[config.mk]
export PLATFORM = sky130hd
export DESIGN_NAME = prog_sequencer_flat
export DESIGN_NICKNAME = d
export VERILOG_FILES = /design/src/rtl/prog_seq_pkg.sv /design/src/rtl/prog_sequencer_if.sv /design/src/rtl/prog_mem.sv /design/src/rtl/prog_sequencer.sv /design/src/flat_wrapper.sv
export SDC_FILE = /design/constraint.sdc
export NUM_CORES = 1
export LEC_CHECK = 0
export ABC_CLOCK_PERIOD_IN_PS = 3300
export BUFFER_PORTS_ARGS = -buffer_cell sky130_fd_sc_hd__buf_2
export CAP_MARGIN = 20
export CORE_UTILIZATION = 40
export CTS_CLUSTER_SIZE = 14
export DETAILED_ROUTE_END_ITERATION = 12
export PLACE_DENSITY_LB_ADDON = 0.3
export SYNTH_ARGS = -nofsm -noshare
export SYNTH_HDL_FRONTEND = slang
export SYNTH_HIERARCHICAL = 1
export SYNTH_SLANG_ARGS = --single-unit
[constraint.sdc]
create_clock -name Clock -period 3.3 [get_ports Clock]
set_input_delay 0 -clock Clock [delete_from_list [all_inputs] [get_ports Clock]]
set_output_delay 0 -clock Clock [all_outputs]
set_load 0.05 [all_outputs]
[src/rtl/prog_seq_pkg.sv]
// Shared widths, defaults and FSM encoding for the program sequencer.
package prog_seq_pkg;

  localparam int DEPTH          = 16;
  localparam int TIMEOUT_CYCLES = 8;
  localparam int ADDR_W         = 4;
  localparam int DATA_W         = 16;
  localparam int LEN_W          = ADDR_W + 1;

  typedef enum logic [1:0] {
    ST_IDLE  = 2'd0,
    ST_ISSUE = 2'd1,
    ST_WAIT  = 2'd2,
    ST_ERROR = 2'd3
  } seq_state_e;

endpackage

[src/rtl/prog_sequencer_if.sv]
// Program-load and processor handshake bundle for the sequencer.
interface prog_sequencer_if;
  import prog_seq_pkg::*;

  logic              WrEn;
  logic [ADDR_W-1:0] WrAddr;
  logic [DATA_W-1:0] WrData;
  logic [LEN_W-1:0]  ProgLen;
  logic              Start;
  logic              Stop;
  logic              Done;
  logic [DATA_W-1:0] DIN;
  logic              Run;
  logic              Busy;
  logic [ADDR_W-1:0] PC;
  logic              Finished;
  logic              Timeout;

  // Sequencer side
  modport slave (
    input  WrEn, WrAddr, WrData, ProgLen, Start, Stop, Done,
    output DIN, Run, Busy, PC, Finished, Timeout
  );

  // Host / processor side
  modport master (
    output WrEn, WrAddr, WrData, ProgLen, Start, Stop, Done,
    input  DIN, Run, Busy, PC, Finished, Timeout
  );

endinterface

[src/rtl/prog_mem.sv]
// Instruction store: one synchronous write port, one asynchronous read port, no reset.
module prog_mem #(
  parameter int DEPTH = 16,
  parameter int AW    = 4,
  parameter int DW    = 16
) (
  input  logic          Clock,
  input  logic          we,
  input  logic [AW-1:0] waddr,
  input  logic [DW-1:0] wdata,
  input  logic [AW-1:0] raddr,
  output logic [DW-1:0] rdata
);

  logic [DW-1:0] words [DEPTH];

  genvar gi;
  generate
    for (gi = 0; gi < DEPTH; gi++) begin : g_word
      logic [DW-1:0] word_reg;

      always_ff @(posedge Clock) begin
        if (we && (waddr == AW'(gi))) begin
          word_reg <= wdata;
        end
      end

      assign words[gi] = word_reg;
    end
  endgenerate

  assign rdata = words[raddr];

endmodule

[src/rtl/prog_sequencer.sv]
// Steps a processor through a stored program: issue, wait for Done, advance or finish.
module prog_sequencer
  import prog_seq_pkg::*;
#(
  parameter int DEPTH          = prog_seq_pkg::DEPTH,
  parameter int TIMEOUT_CYCLES = prog_seq_pkg::TIMEOUT_CYCLES
) (
  input  logic             Clock,
  input  logic             Resetn,
  prog_sequencer_if.slave  bus
);

  localparam int WD_W = $clog2(TIMEOUT_CYCLES + 1);

  seq_state_e        state_reg;
  logic [ADDR_W-1:0] pc_reg;
  logic [DATA_W-1:0] din_reg;
  logic              run_reg;
  logic              busy_reg;
  logic              finished_reg;
  logic              timeout_reg;
  logic              stop_pend_reg;
  logic [WD_W-1:0]   wdog_reg;
  logic [LEN_W-1:0]  len_reg;

  logic              mem_we;
  logic [ADDR_W-1:0] rd_addr;
  logic [DATA_W-1:0] rd_data;
  logic [DATA_W-1:0] first_word;
  logic [LEN_W-1:0]  eff_len;
  logic [WD_W-1:0]   wdog_inc;
  logic              is_last;
  logic              end_req;

  assign mem_we = bus.WrEn && (state_reg == ST_IDLE);

  // Read the word that the next ISSUE will present; in WAIT that is PC+1.
  assign rd_addr = (state_reg == ST_WAIT) ? ADDR_W'(pc_reg + 1'b1) : '0;

  prog_mem #(
    .DEPTH (DEPTH),
    .AW    (ADDR_W),
    .DW    (DATA_W)
  ) u_mem (
    .Clock (Clock),
    .we    (mem_we),
    .waddr (bus.WrAddr),
    .wdata (bus.WrData),
    .raddr (rd_addr),
    .rdata (rd_data)
  );

  // A word-0 write landing on the Start edge must reach the first ISSUE.
  assign first_word = (bus.WrEn && (bus.WrAddr == '0)) ? bus.WrData : rd_data;

  assign eff_len  = (bus.ProgLen > LEN_W'(DEPTH)) ? LEN_W'(DEPTH) : bus.ProgLen;
  assign wdog_inc = wdog_reg + 1'b1;
  assign is_last  = ((LEN_W'(pc_reg) + 1'b1) == len_reg);
  assign end_req  = is_last || stop_pend_reg || bus.Stop;

  always_ff @(posedge Clock or negedge Resetn) begin
    if (!Resetn) begin
      state_reg     <= ST_IDLE;
      pc_reg        <= '0;
      din_reg       <= '0;
      run_reg       <= 1'b0;
      busy_reg      <= 1'b0;
      finished_reg  <= 1'b0;
      timeout_reg   <= 1'b0;
      stop_pend_reg <= 1'b0;
      wdog_reg      <= '0;
      len_reg       <= '0;
    end else begin
      run_reg      <= 1'b0;
      finished_reg <= 1'b0;
      case (state_reg)
        ST_IDLE: begin
          if (bus.Start) begin
            len_reg <= eff_len;
            if (eff_len == '0) begin
              finished_reg <= 1'b1;
            end else begin
              state_reg <= ST_ISSUE;
              pc_reg    <= '0;
              din_reg   <= first_word;
              run_reg   <= 1'b1;
              busy_reg  <= 1'b1;
              wdog_reg  <= '0;
            end
          end
        end

        ST_ISSUE: begin
          state_reg <= ST_WAIT;
          wdog_reg  <= '0;
          if (bus.Stop) stop_pend_reg <= 1'b1;
        end

        ST_WAIT: begin
          if (bus.Done) begin
            if (end_req) begin
              state_reg     <= ST_IDLE;
              busy_reg      <= 1'b0;
              din_reg       <= '0;
              finished_reg  <= 1'b1;
              stop_pend_reg <= 1'b0;
            end else begin
              state_reg <= ST_ISSUE;
              pc_reg    <= ADDR_W'(pc_reg + 1'b1);
              din_reg   <= rd_data;
              run_reg   <= 1'b1;
              wdog_reg  <= '0;
            end
          end else if (wdog_inc == WD_W'(TIMEOUT_CYCLES)) begin
            state_reg   <= ST_ERROR;
            busy_reg    <= 1'b0;
            din_reg     <= '0;
            timeout_reg <= 1'b1;
            wdog_reg    <= wdog_inc;
          end else begin
            wdog_reg <= wdog_inc;
            if (bus.Stop) stop_pend_reg <= 1'b1;
          end
        end

        ST_ERROR: begin
          if (bus.Start) begin
            state_reg     <= ST_IDLE;
            timeout_reg   <= 1'b0;
            stop_pend_reg <= 1'b0;
          end
        end

        default: state_reg <= ST_IDLE;
      endcase
    end
  end

  assign bus.DIN      = din_reg;
  assign bus.Run      = run_reg;
  assign bus.Busy     = busy_reg;
  assign bus.PC       = pc_reg;
  assign bus.Finished = finished_reg;
  assign bus.Timeout  = timeout_reg;

endmodule

[src/flat_wrapper.sv]
// flat-port wrapper written by rule: the top's interface ports become plain ports
module prog_sequencer_flat import prog_seq_pkg::*;
#(
  parameter int DEPTH          = prog_seq_pkg::DEPTH,
  parameter int TIMEOUT_CYCLES = prog_seq_pkg::TIMEOUT_CYCLES
)
  (Clock, Resetn, bus_WrEn, bus_WrAddr, bus_WrData, bus_ProgLen, bus_Start, bus_Stop, bus_Done, bus_DIN, bus_Run, bus_Busy, bus_PC, bus_Finished, bus_Timeout);
  prog_sequencer_if bus_i ();
  input  logic Clock;
  input  logic Resetn;
  input wire logic [$bits(bus_i.WrEn)-1:0] bus_WrEn;
  input wire logic [$bits(bus_i.WrAddr)-1:0] bus_WrAddr;
  input wire logic [$bits(bus_i.WrData)-1:0] bus_WrData;
  input wire logic [$bits(bus_i.ProgLen)-1:0] bus_ProgLen;
  input wire logic [$bits(bus_i.Start)-1:0] bus_Start;
  input wire logic [$bits(bus_i.Stop)-1:0] bus_Stop;
  input wire logic [$bits(bus_i.Done)-1:0] bus_Done;
  output wire logic [$bits(bus_i.DIN)-1:0] bus_DIN;
  output wire logic [$bits(bus_i.Run)-1:0] bus_Run;
  output wire logic [$bits(bus_i.Busy)-1:0] bus_Busy;
  output wire logic [$bits(bus_i.PC)-1:0] bus_PC;
  output wire logic [$bits(bus_i.Finished)-1:0] bus_Finished;
  output wire logic [$bits(bus_i.Timeout)-1:0] bus_Timeout;
  assign bus_i.WrEn = bus_WrEn;
  assign bus_i.WrAddr = bus_WrAddr;
  assign bus_i.WrData = bus_WrData;
  assign bus_i.ProgLen = bus_ProgLen;
  assign bus_i.Start = bus_Start;
  assign bus_i.Stop = bus_Stop;
  assign bus_i.Done = bus_Done;
  assign bus_DIN = bus_i.DIN;
  assign bus_Run = bus_i.Run;
  assign bus_Busy = bus_i.Busy;
  assign bus_PC = bus_i.PC;
  assign bus_Finished = bus_i.Finished;
  assign bus_Timeout = bus_i.Timeout;
  prog_sequencer #(.DEPTH(DEPTH), .TIMEOUT_CYCLES(TIMEOUT_CYCLES)) u_core (.Clock(Clock), .Resetn(Resetn), .bus(bus_i));
endmodule
==> run metrics <==
status=complete, no violations; Mapped Area=0.01188 mm^2; initial antenna violation count=0; Post-CTS Resized=0; Max Root-Sink Buffers=3; layout cells sized above 1=0.2662; Post-synth EDFFs=256; XOR/XNOR Fraction of Synth Area=0.006425; Setup violations, final=0; DR vias=6,785; Seq/Total Area, Yosys=0.7230; Cell variety after synth=48; syn avg cell area=17.76 um^2; Synth Area in Simple Gates=0.05414; Pre-antenna DRT Iters=5; total grt overflow=0; FILL cells=2,382; IO Count=55; Crit path max-delay family=compound AO/OA/AOI/OAI gates; R2R setup slack=0.64 ns; Critical Path AT=3.09 ns; CTS clk-pin slew, worst paths=0.06 ns; Max H-tree Level=1; TNS Setup=0 ns; vias in the first global route=6,968; Reg2Reg Depth=6; Power Total=0.01043 W; crit start category=register; routed length per instance=24.17 um; area of the core=0.02894 mm^2; compound-gate portion of the synthesized area=0.06741; Critical Path RT=3.73 ns; DIE HEIGHT=174.3 um; Synthesized Nets=702; largest family of logic cells by synthesized area=multiplexers; # DRC=0; final hold violation count=0; LEAKAGE=4.765 nW; synthesized flop and latch total=292; worst slew pin tran=0.9550 ns; post-synthesis mux area share=0.1263; HP Start=bus_WrAddr[0]; ant diodes=0; Tmin final=2.657 ns; max cap viols=0; CTS Sinks=292; FF-to-FF Start=u_core/bus.PC[0]; CTS Root Cell=clkbuf_16; Setup CP Type=reg2reg; Async SR Flop Fraction=0.1233; Final Max Tran Viols=0; largest net degree at the start of global routing=66; Nets=814; Power Density=742.4 mW/mm^2; fmax=0.3764 GHz; Critical Path End Type=register; hold slack=0.08333 ns; Routability Congestion=0.8102; yosys warns=6; cell count after synthesis=669; Layout Skew=0.01742 ns; hold endpoint=u_core/u_mem/g_word[12].word_reg[8]; CP max FO=13; Hold/Removal Path Class=in2reg; Largest register FFs=256; Die W=174.3 um; top_reg_cell synth=edfxtp_1; gr usage total=0.1924; period utilization=0.8051; DIE AREA=0.03039 mm^2; Starting Density=0.4105; slew margin rel.=0.3634; VDD IR max=0.6285 mV; vias per cell=5.711; WL final=28.71 mm; CP Buf/Inv Count=1; critical path's largest stage delay=0.72 ns; DP HPWL=16.19 mm; Hold Crit Depth=3; Worst-Skew Late Latency=0.56 ns; ANT nets after route=0; FP Rows=62; area grow syn2layout=18.23%; register area=0.008588 mm^2; slowest CP cell=o311ai_4; multi-input logic area=0.003117 mm^2; crit-path cells=ha_1 -> o21a_1 -> o311ai_4 -> a21o_1 -> o21ai_0 -> dlygate4sd3_1; TritonCTS Buffers=30; first-pass GRT wire length=43.20 mm; IO buf count=54; RSZ-0062 raised after global routing=no; initial drt markers=797; reg-to-reg endpoint=u_core/bus.Finished; Post-Synth Adder-Cell Area=0.002107; CTS tree=yes
-- stage by stage --
stage                     cell area, um^2  setup WS, ns  utilization  cells
after floorplan                     11880        0.4366            -    669
after global placement              12750        0.7296       0.4407   1101
after detailed placement            12750        0.6042       0.4407   1101
after CTS                           14030        0.5979       0.4850   1187
after global routing                14040        0.5383       0.4854   1188
final                               14040        0.6431       0.4854   1188
-- per-layer routing --
metal  share of wire  vias to the layer above  wire length [um]  global-route usage
met5               0                        -                 0                   0
met4           0.030                        0               858             0.06250
met3           0.088                       73              2523             0.03740
met2            0.46                      333             13090              0.2945
met1            0.43                     3462             12240              0.2775
li1                -                     2917                 -                   -
-- worst max-delay path by stage --
stage                                                 endpoint           startpoint  cells after the start
after global placement     u_core/u_mem/g_word[12].word_reg[9]  u_core/state_reg[1]                      5
after floorplan             u_core/u_mem/g_word[0].word_reg[0]  u_core/state_reg[1]                      5
after global routing                         u_core/bus.DIN[4]  u_core/state_reg[0]                      8
final                                      u_core/bus.Finished     u_core/bus.PC[0]                      6
after CTS                 u_core/u_mem/g_word[12].word_reg[15]  u_core/state_reg[1]                      5
after detailed placement  u_core/u_mem/g_word[12].word_reg[14]  u_core/state_reg[1]                      5
-- cell families after synthesis --
logic type | after synthesis
DFF | 292
and+or+nand+nor | 140
AOI/OAI and AO/OA | 117
muxes | 66
buffers and inverters | 45
xor gates and xnor gates | 7
adders and majority gates | 2
-- power by group --
group / leakage (nW) / total (W) / switching, W / internal, W
registers: 2.77 / 0.00445 / 0.000196 / 0.00425
clock network: 0.473 / 0.00332 / 0.00135 / 0.00197
logic: 1.52 / 0.00266 / 0.00160 / 0.00106
-- layout make-up --
class | count | area share
clock inverter | 20 | 0.01443
clock buffer | 35 | 0.05479
tap | 384 | 0.03421
timing repair buffer | 119 | 0.06156
multi-input combinational | 332 | 0.2219
inverter | 6 | 0.001604
sequential | 292 | 0.6115
-- Yosys cell counts, types with 2 or more instances --
master,count,area share
edfxtp_1,256,0.65
and3_1,3,0.0016
nand2b_1,3,0.0016
nor2_1,37,0.012
a21o_1,2,0.0013
a21oi_1,38,0.016
nor3_1,24,0.010
nand3_1,4,0.0017
a22o_1,2,0.0015
clkbuf_1,15,0.0047
nand3b_1,3,0.0019
o21ai_0,10,0.0042
ha_1,2,0.0021
dfrtp_1,36,0.076
a22oi_1,33,0.021
o31ai_1,16,0.010
mux4_1,10,0.022
xnor2_1,4,0.0029
buf_6,6,0.0057
and2_1,3,0.0016
a31o_2,3,0.0022
mux4_2,54,0.10
nand2_1,53,0.017
inv_1,6,0.0019
buf_2,10,0.0042
buf_1,3,0.00095
buf_4,5,0.0032
nor2b_1,3,0.0016
o21a_1,2,0.0013
or3b_2,2,0.0015
xor2_1,2,0.0015
o22ai_1,2,0.0011
o31ai_2,2,0.0021
-- timing repair --
item / CTS / global route
setup buffers: 0 / 0
hold buffers: 31 / 0
endpoints found under the hold margin: 326 / 0
-- cells in the final DEF (no fill, tap or decap), drive strengths merged, types with 3 or more instances in the layout --
cell type / count
dfrtp: 36
bufinv: 4
a31o: 3
and2: 3
nor3: 25
clkbuf: 35
mux4: 64
nand3: 4
dlygate4sd3: 31
a22oi: 33
o31ai: 18
nor2: 37
edfxtp: 256
xnor2: 4
nor2b: 3
nand3b: 3
o21ai: 10
nand2: 53
inv: 6
buf: 88
and3: 3
nand2b: 3
clkinv: 15
a21oi: 38
-- worst min-delay path: cells and delay by family --
kind	cells	cell delay, ns
buffers and inverters	2	0.35
and+or+nand+nor	1	0.10
Note: power is estimated with default switching activity, not from simulation.
